$ cat src/rtl/pwm_multi.sv
// Multi-channel PWM generator with prescaler, edge/center-aligned counting
// and double-buffered duty registers that swap only at period boundaries.
module pwm_multi #(
    parameter int unsigned CH = 4,
    parameter int unsigned N  = 8,
    parameter int unsigned PW = 4
) (
    input  logic                   clk,
    input  logic                   reset,
    input  logic                   en,
    input  logic                   center,
    input  logic [PW-1:0]          prescale,
    input  logic                   wr_en,
    input  logic [$clog2(CH)-1:0]  wr_ch,
    input  logic [N-1:0]           wr_duty,
    output logic                   wr_ready,
    output logic [CH-1:0]          pwm_out,
    output logic                   period_tick,
    output logic [N-1:0]           cnt
);

    localparam int unsigned CW = $clog2(CH);
    localparam logic [N-1:0] CNT_MAX = {N{1'b1}};

    logic [PW-1:0] pdiv;
    logic          dir_down;
    logic          dir_next;
    logic          mode_q;
    logic [N-1:0]  cnt_next;
    logic          tick;
    logic          boundary;
    logic          wr_accept;
    logic [CH-1:0] pending;
    logic [N-1:0]  shadow      [CH];
    logic [N-1:0]  active      [CH];
    logic [N-1:0]  active_next [CH];

    assign tick      = en && (pdiv == prescale);
    assign wr_accept = wr_en && wr_ready;

    // Counter sequencing; a boundary always restarts the period at 0 counting up
    always_comb begin
        cnt_next = cnt;
        dir_next = dir_down;
        boundary = 1'b0;
        if (tick) begin
            if (!mode_q) begin
                cnt_next = cnt + N'(1);
                boundary = (cnt == CNT_MAX);
            end else if (!dir_down) begin
                if (cnt == CNT_MAX) begin
                    cnt_next = cnt - N'(1);
                    dir_next = 1'b1;
                end else begin
                    cnt_next = cnt + N'(1);
                end
            end else begin
                cnt_next = cnt - N'(1);
                boundary = (cnt == N'(1));
            end
            if (boundary) begin
                cnt_next = '0;
                dir_next = 1'b0;
            end
        end
    end

    // Out-of-range channels never match, so they see wr_ready low
    always_comb begin
        wr_ready = 1'b0;
        for (int unsigned i = 0; i < CH; i++) begin
            if (wr_ch == CW'(i)) begin
                wr_ready = !pending[i];
            end
        end
    end

    always_comb begin
        for (int unsigned i = 0; i < CH; i++) begin
            active_next[i] = (boundary && pending[i]) ? shadow[i] : active[i];
        end
    end

    always_ff @(posedge clk) begin
        if (reset) begin
            pdiv        <= '0;
            cnt         <= '0;
            dir_down    <= 1'b0;
            mode_q      <= 1'b0;
            pending     <= '0;
            pwm_out     <= '0;
            period_tick <= 1'b0;
            for (int unsigned i = 0; i < CH; i++) begin
                shadow[i] <= '0;
                active[i] <= '0;
            end
        end else begin
            // A prescale lowered below pdiv clears the divider without a tick
            if (en) begin
                if (tick || (pdiv > prescale)) begin
                    pdiv <= '0;
                end else begin
                    pdiv <= pdiv + PW'(1);
                end
            end
            cnt         <= cnt_next;
            dir_down    <= dir_next;
            period_tick <= boundary;
            if (boundary) begin
                mode_q <= center;
            end
            // A write landing on a boundary cycle stays pending for the next one
            for (int unsigned i = 0; i < CH; i++) begin
                active[i] <= active_next[i];
                if (boundary && pending[i]) begin
                    pending[i] <= 1'b0;
                end
                if (wr_accept && (wr_ch == CW'(i))) begin
                    shadow[i]  <= wr_duty;
                    pending[i] <= 1'b1;
                end
                pwm_out[i] <= en && (cnt_next < active_next[i]);
            end
        end
    end

endmodule

$ cat config.mk
export PLATFORM = sky130hd
export DESIGN_NAME = pwm_multi
export DESIGN_NICKNAME = d
export VERILOG_FILES = /design/src/rtl/pwm_multi.sv
export SDC_FILE = /design/constraint.sdc
export NUM_CORES = 1
export LEC_CHECK = 0
export ABC_AREA = 1
export CELL_PAD_IN_SITES_DETAIL_PLACEMENT = 2
export CELL_PAD_IN_SITES_GLOBAL_PLACEMENT = 2
export CORE_MARGIN = 2
export CORE_UTILIZATION = 29
export CTS_CLUSTER_SIZE = 24
export DETAILED_ROUTE_END_ITERATION = 8
export DONT_BUFFER_PORTS = 1
export GPL_ROUTABILITY_DRIVEN = 0
export PLACE_DENSITY_LB_ADDON = 0.1
export SETUP_SLACK_MARGIN = 0.1
export SLEW_MARGIN = 20
export SYNTH_ARGS = -nofsm -noshare
export SYNTH_HDL_FRONTEND = slang
export SYNTH_SLANG_ARGS = --single-unit
export TNS_END_PERCENT = 30
$ cat constraint.sdc
create_clock -name clk -period 4.01 [get_ports clk]
set_clock_uncertainty 0.1 [all_clocks]
set_input_delay 0.802 -clock clk [delete_from_list [all_inputs] [get_ports clk]]
set_output_delay 0.802 -clock clk [all_outputs]
set_load 0.03 [all_outputs]
==> out/results.txt <==
The run finished with clean final reports. For this configuration, the core starts out at a cell density of 30.0%. Summed over all failing endpoints, the final setup total negative slack is 0 ns. The violation count after the first detailed-route iteration is 117. At the pin with the least slew margin, the transition time is 0.785 ns. The run gives 0 as the final hold violation count. The tools report the final-layout fill cell count as 1638.

The smallest clock period supported by the final layout is computed as 3.20 ns. In this run the cell area of the synthesized design comes to 4390 sq um. Number of different library cells in the post-synthesis netlist: 36. In the final routed layout, each cell accounts on average for 18.0 microns.

Across the VDD grid, the largest voltage drop is 284 uV. The maximum fanout encountered on the critical timing path was 16; the number of vias per cell was 4.77. Setup repair after global routing left no endpoint under its margin. The number of register bits inferred by synthesis was 87; the headroom to the max-slew limit was 47.3%.

The count of buffers from port buffering is 0, and the share of the clock period used by the worst path after layout is 79.9%. The die is 127 microns tall. The total DRC errors in the routed layout was 0; the width of the chip was 127 microns.

The path type of the worst min-delay path is reg -> reg. For this run, the total global-route usage over all layers was measured as 16.7%. For the quantity of hold-fixing buffers added after cts, the log shows 0.

The run gives 0 as the count of maximum capacitance violations. In this run the core area contains 44 standard-cell rows. The clock passes through at most 2 buffers.

The total placed cells including tap cells was 672; the area of the core was 14600 sq um. The flip-flop and latch area was 2060 sq um. The global route total overflow came out at 0. The worst setup path is captured at a flop. The fraction of layout instances using a drive strength above 1 was 13.5%. TritonCTS built the clock tree.

The clock latency reported for the late side of the worst-skew pair is 0.35 ns. The tools report the data arrival time of the critical path as 3.39 ns. The top-level port count is 33, and the area growth from synthesis to layout is 13.8%. The repair_antennas step left the layout with diodes totalling 0.

For this run, the number of Yosys warnings is 0. The logs give 16100 sq um for the overall die area and 12400 microns for the total wirelength of the detailed-routed design. STA puts the critical path data required time at 4.20 ns. Summing internal, switching and leakage power gives 1.95 mW. In the final layout, the multi-input gates occupy 2070 sq um. The clock net in this run drives a total of 87 sinks. In this run the mean area of a mapped cell was 9.08 sq um. Power spread over the standard cell area amounts to 391 nW/um^2. For the buffers inserted during post-CTS setup optimization, the log shows 0. The leakage power total was 2.30 nW; the post-layout net count was 554. STA classifies the critical path startpoint as an input port.

Entering global routing, the biggest net connects 45 pins. The run gives 0 as the final number of max-transition violations. Once detailed placement completed, the half-perimeter wirelength came to 9360 microns. Path type of the worst setup path: in -> reg.

The first detailed-routing pass ran for 4 iterations. The first global-routing pass estimated 20500 microns of wire. For the via count of the first global-routing pass, the log shows 3612. For this run, the top clock speed supported by timing is 312 MHz.

The logs give 0 for the number of setup violations in the final report and 3 for the total number of H-tree levels. In this run the clock root is driven by a clkbuf_16. Clock-pin transition on the worst setup and hold timing paths: 0.06 ns.

The number of resized instances in the post-cts repair step was 0; the vias after detailed routing was 3284. Synthesis produced 484 cells. Summing the sequential cell areas from Yosys gives 46.9% of the chip area. The initial antenna violation count came out at 0.

The number of nets produced by synthesis was 539. The final instance count without filler cells was 688; the final antenna-violating net count was 0. For the number of buffers created by CTS, the log shows 9.
## power breakdown
group | internal [mW] | switching, mW | total, mW
combinational | 0.0253 | 0.0641 | 0.0895
sequential | 0.939 | 0.0133 | 0.952
clock | 0.548 | 0.364 | 0.912
## worst max-delay path, cell delays in order
cell and delay [ns]:
inv_1 0.02, ha_1 0.28, nand2_1 0.08, nor2_1 0.17, nand2_2 0.15, inv_4 0.25, nand3_1 0.13, xor2_1 0.18
nor2_1 0.44, ha_1 0.34, a211oi_1 0.27, nand3_1 0.16, a21oi_2 0.12
## logic make-up after synthesis
group,share of synthesized area (%)
and+or+nand+nor,24.5
DFF,46.9
buffers and inverters,5.84
AOI/OAI and AO/OA,5.30
adders and majority gates,10.3
muxes,6.38
xor gates and xnor gates,0.797
## layout make-up
type,count,area share [%]
multi-input cells,330,41.5
flip-flops and latches,87,41.3
clock buffers,11,4.66
well taps,184,4.61
inverters,59,4.48
repair buffers,12,1.80
clock inverters,5,1.68
## cell usage in the layout (no fill, tap or decap), drive strengths merged
| master | instances |
|---|---|
| and3 | 1 |
| ha | 36 |
| a21oi | 15 |
| edfxtp | 32 |
| a22oi | 1 |
| nand4 | 6 |
| clkbuf | 11 |
| mux2i | 28 |
| or2 | 3 |
| inv | 59 |
| o21ai | 14 |
| bufinv | 2 |
| clkinvlp | 2 |
| a211oi | 4 |
| and2 | 1 |
| nor2 | 90 |
| o211ai | 3 |
| nor3b | 1 |
| nor3 | 11 |
| clkinv | 1 |
| nand3 | 29 |
| xor2 | 4 |
| o31ai | 1 |
| buf | 12 |
| dfxtp | 55 |
| nor4 | 4 |
| nand2 | 78 |
## synth_stat cells
cell,count,area (sq um)
nor2_1,86,323
nand2_1,65,244
dfxtp_1,55,1100
inv_1,53,199
ha_1,36,450
edfxtp_1,32,961
mux2i_1,28,280
nand3_1,22,110
nand2_2,12,75.1
o21ai_0,12,60.1
a21oi_1,11,55.1
nor3_1,8,40.0
clkbuf_1,6,22.5
nand4_1,6,37.5
inv_2,5,18.8
a211oi_1,4,30.0
a21oi_2,4,35.0
nand3_4,4,70.1
xor2_1,4,35.0
nand3_2,3,30.0
nor3_2,3,30.0
nor4_1,3,18.8
o211ai_1,3,22.5
or2_2,3,18.8
buf_2,2,10.0
nor2_2,2,12.5
nor2_4,2,22.5
o21ai_1,2,10.0
a22oi_2,1,12.5
and2_1,1,6.26
and3_1,1,6.26
inv_4,1,6.26
nand2_4,1,11.3
nor3b_1,1,7.51
nor4_2,1,12.5
o31ai_1,1,7.51
## worst paths after layout
check | slack [ns] | end | depth (start not counted) | startpoint
min | 0.38 | dir_down | 2 | dir_down
max reg2reg | 0.81 | pwm_out[1] | 16 | cnt[0]
min reg2reg | 0.38 | dir_down | 2 | dir_down
max | 0.81 | pwm_out[1] | 13 | prescale[3]
## registers in the layout (all words and copies together) (netlist names)
name         count
dir_down         1
shadow          32
cnt              8
mode_q           1
pwm_out          4
period_tick      1
pending          4
active          32
pdiv             4
## stage by stage
stage	area (sq um)	hold WS (ns)	setup slack [ns]	util (%)
after floorplan	4390	0.346	0.928	-
after global placement	4680	0.371	0.432	32.0
after detailed placement	4680	0.374	0.403	32.0
after CTS	5000	0.386	0.730	34.1
after global routing	5000	0.408	0.455	34.1
final	5000	0.384	0.806	34.1
## metal layers
metal / vias to the layer above / track usage, % / wire (microns)
li1: 1639 / - / -
met2: 29 / 28.3 / 5960
met5: - / 0 / 0
met3: 8 / 3.77 / 332
met4: 0 / 4.52 / 148
met1: 1608 / 21.6 / 5940
(Power assumes the default switching activity.)
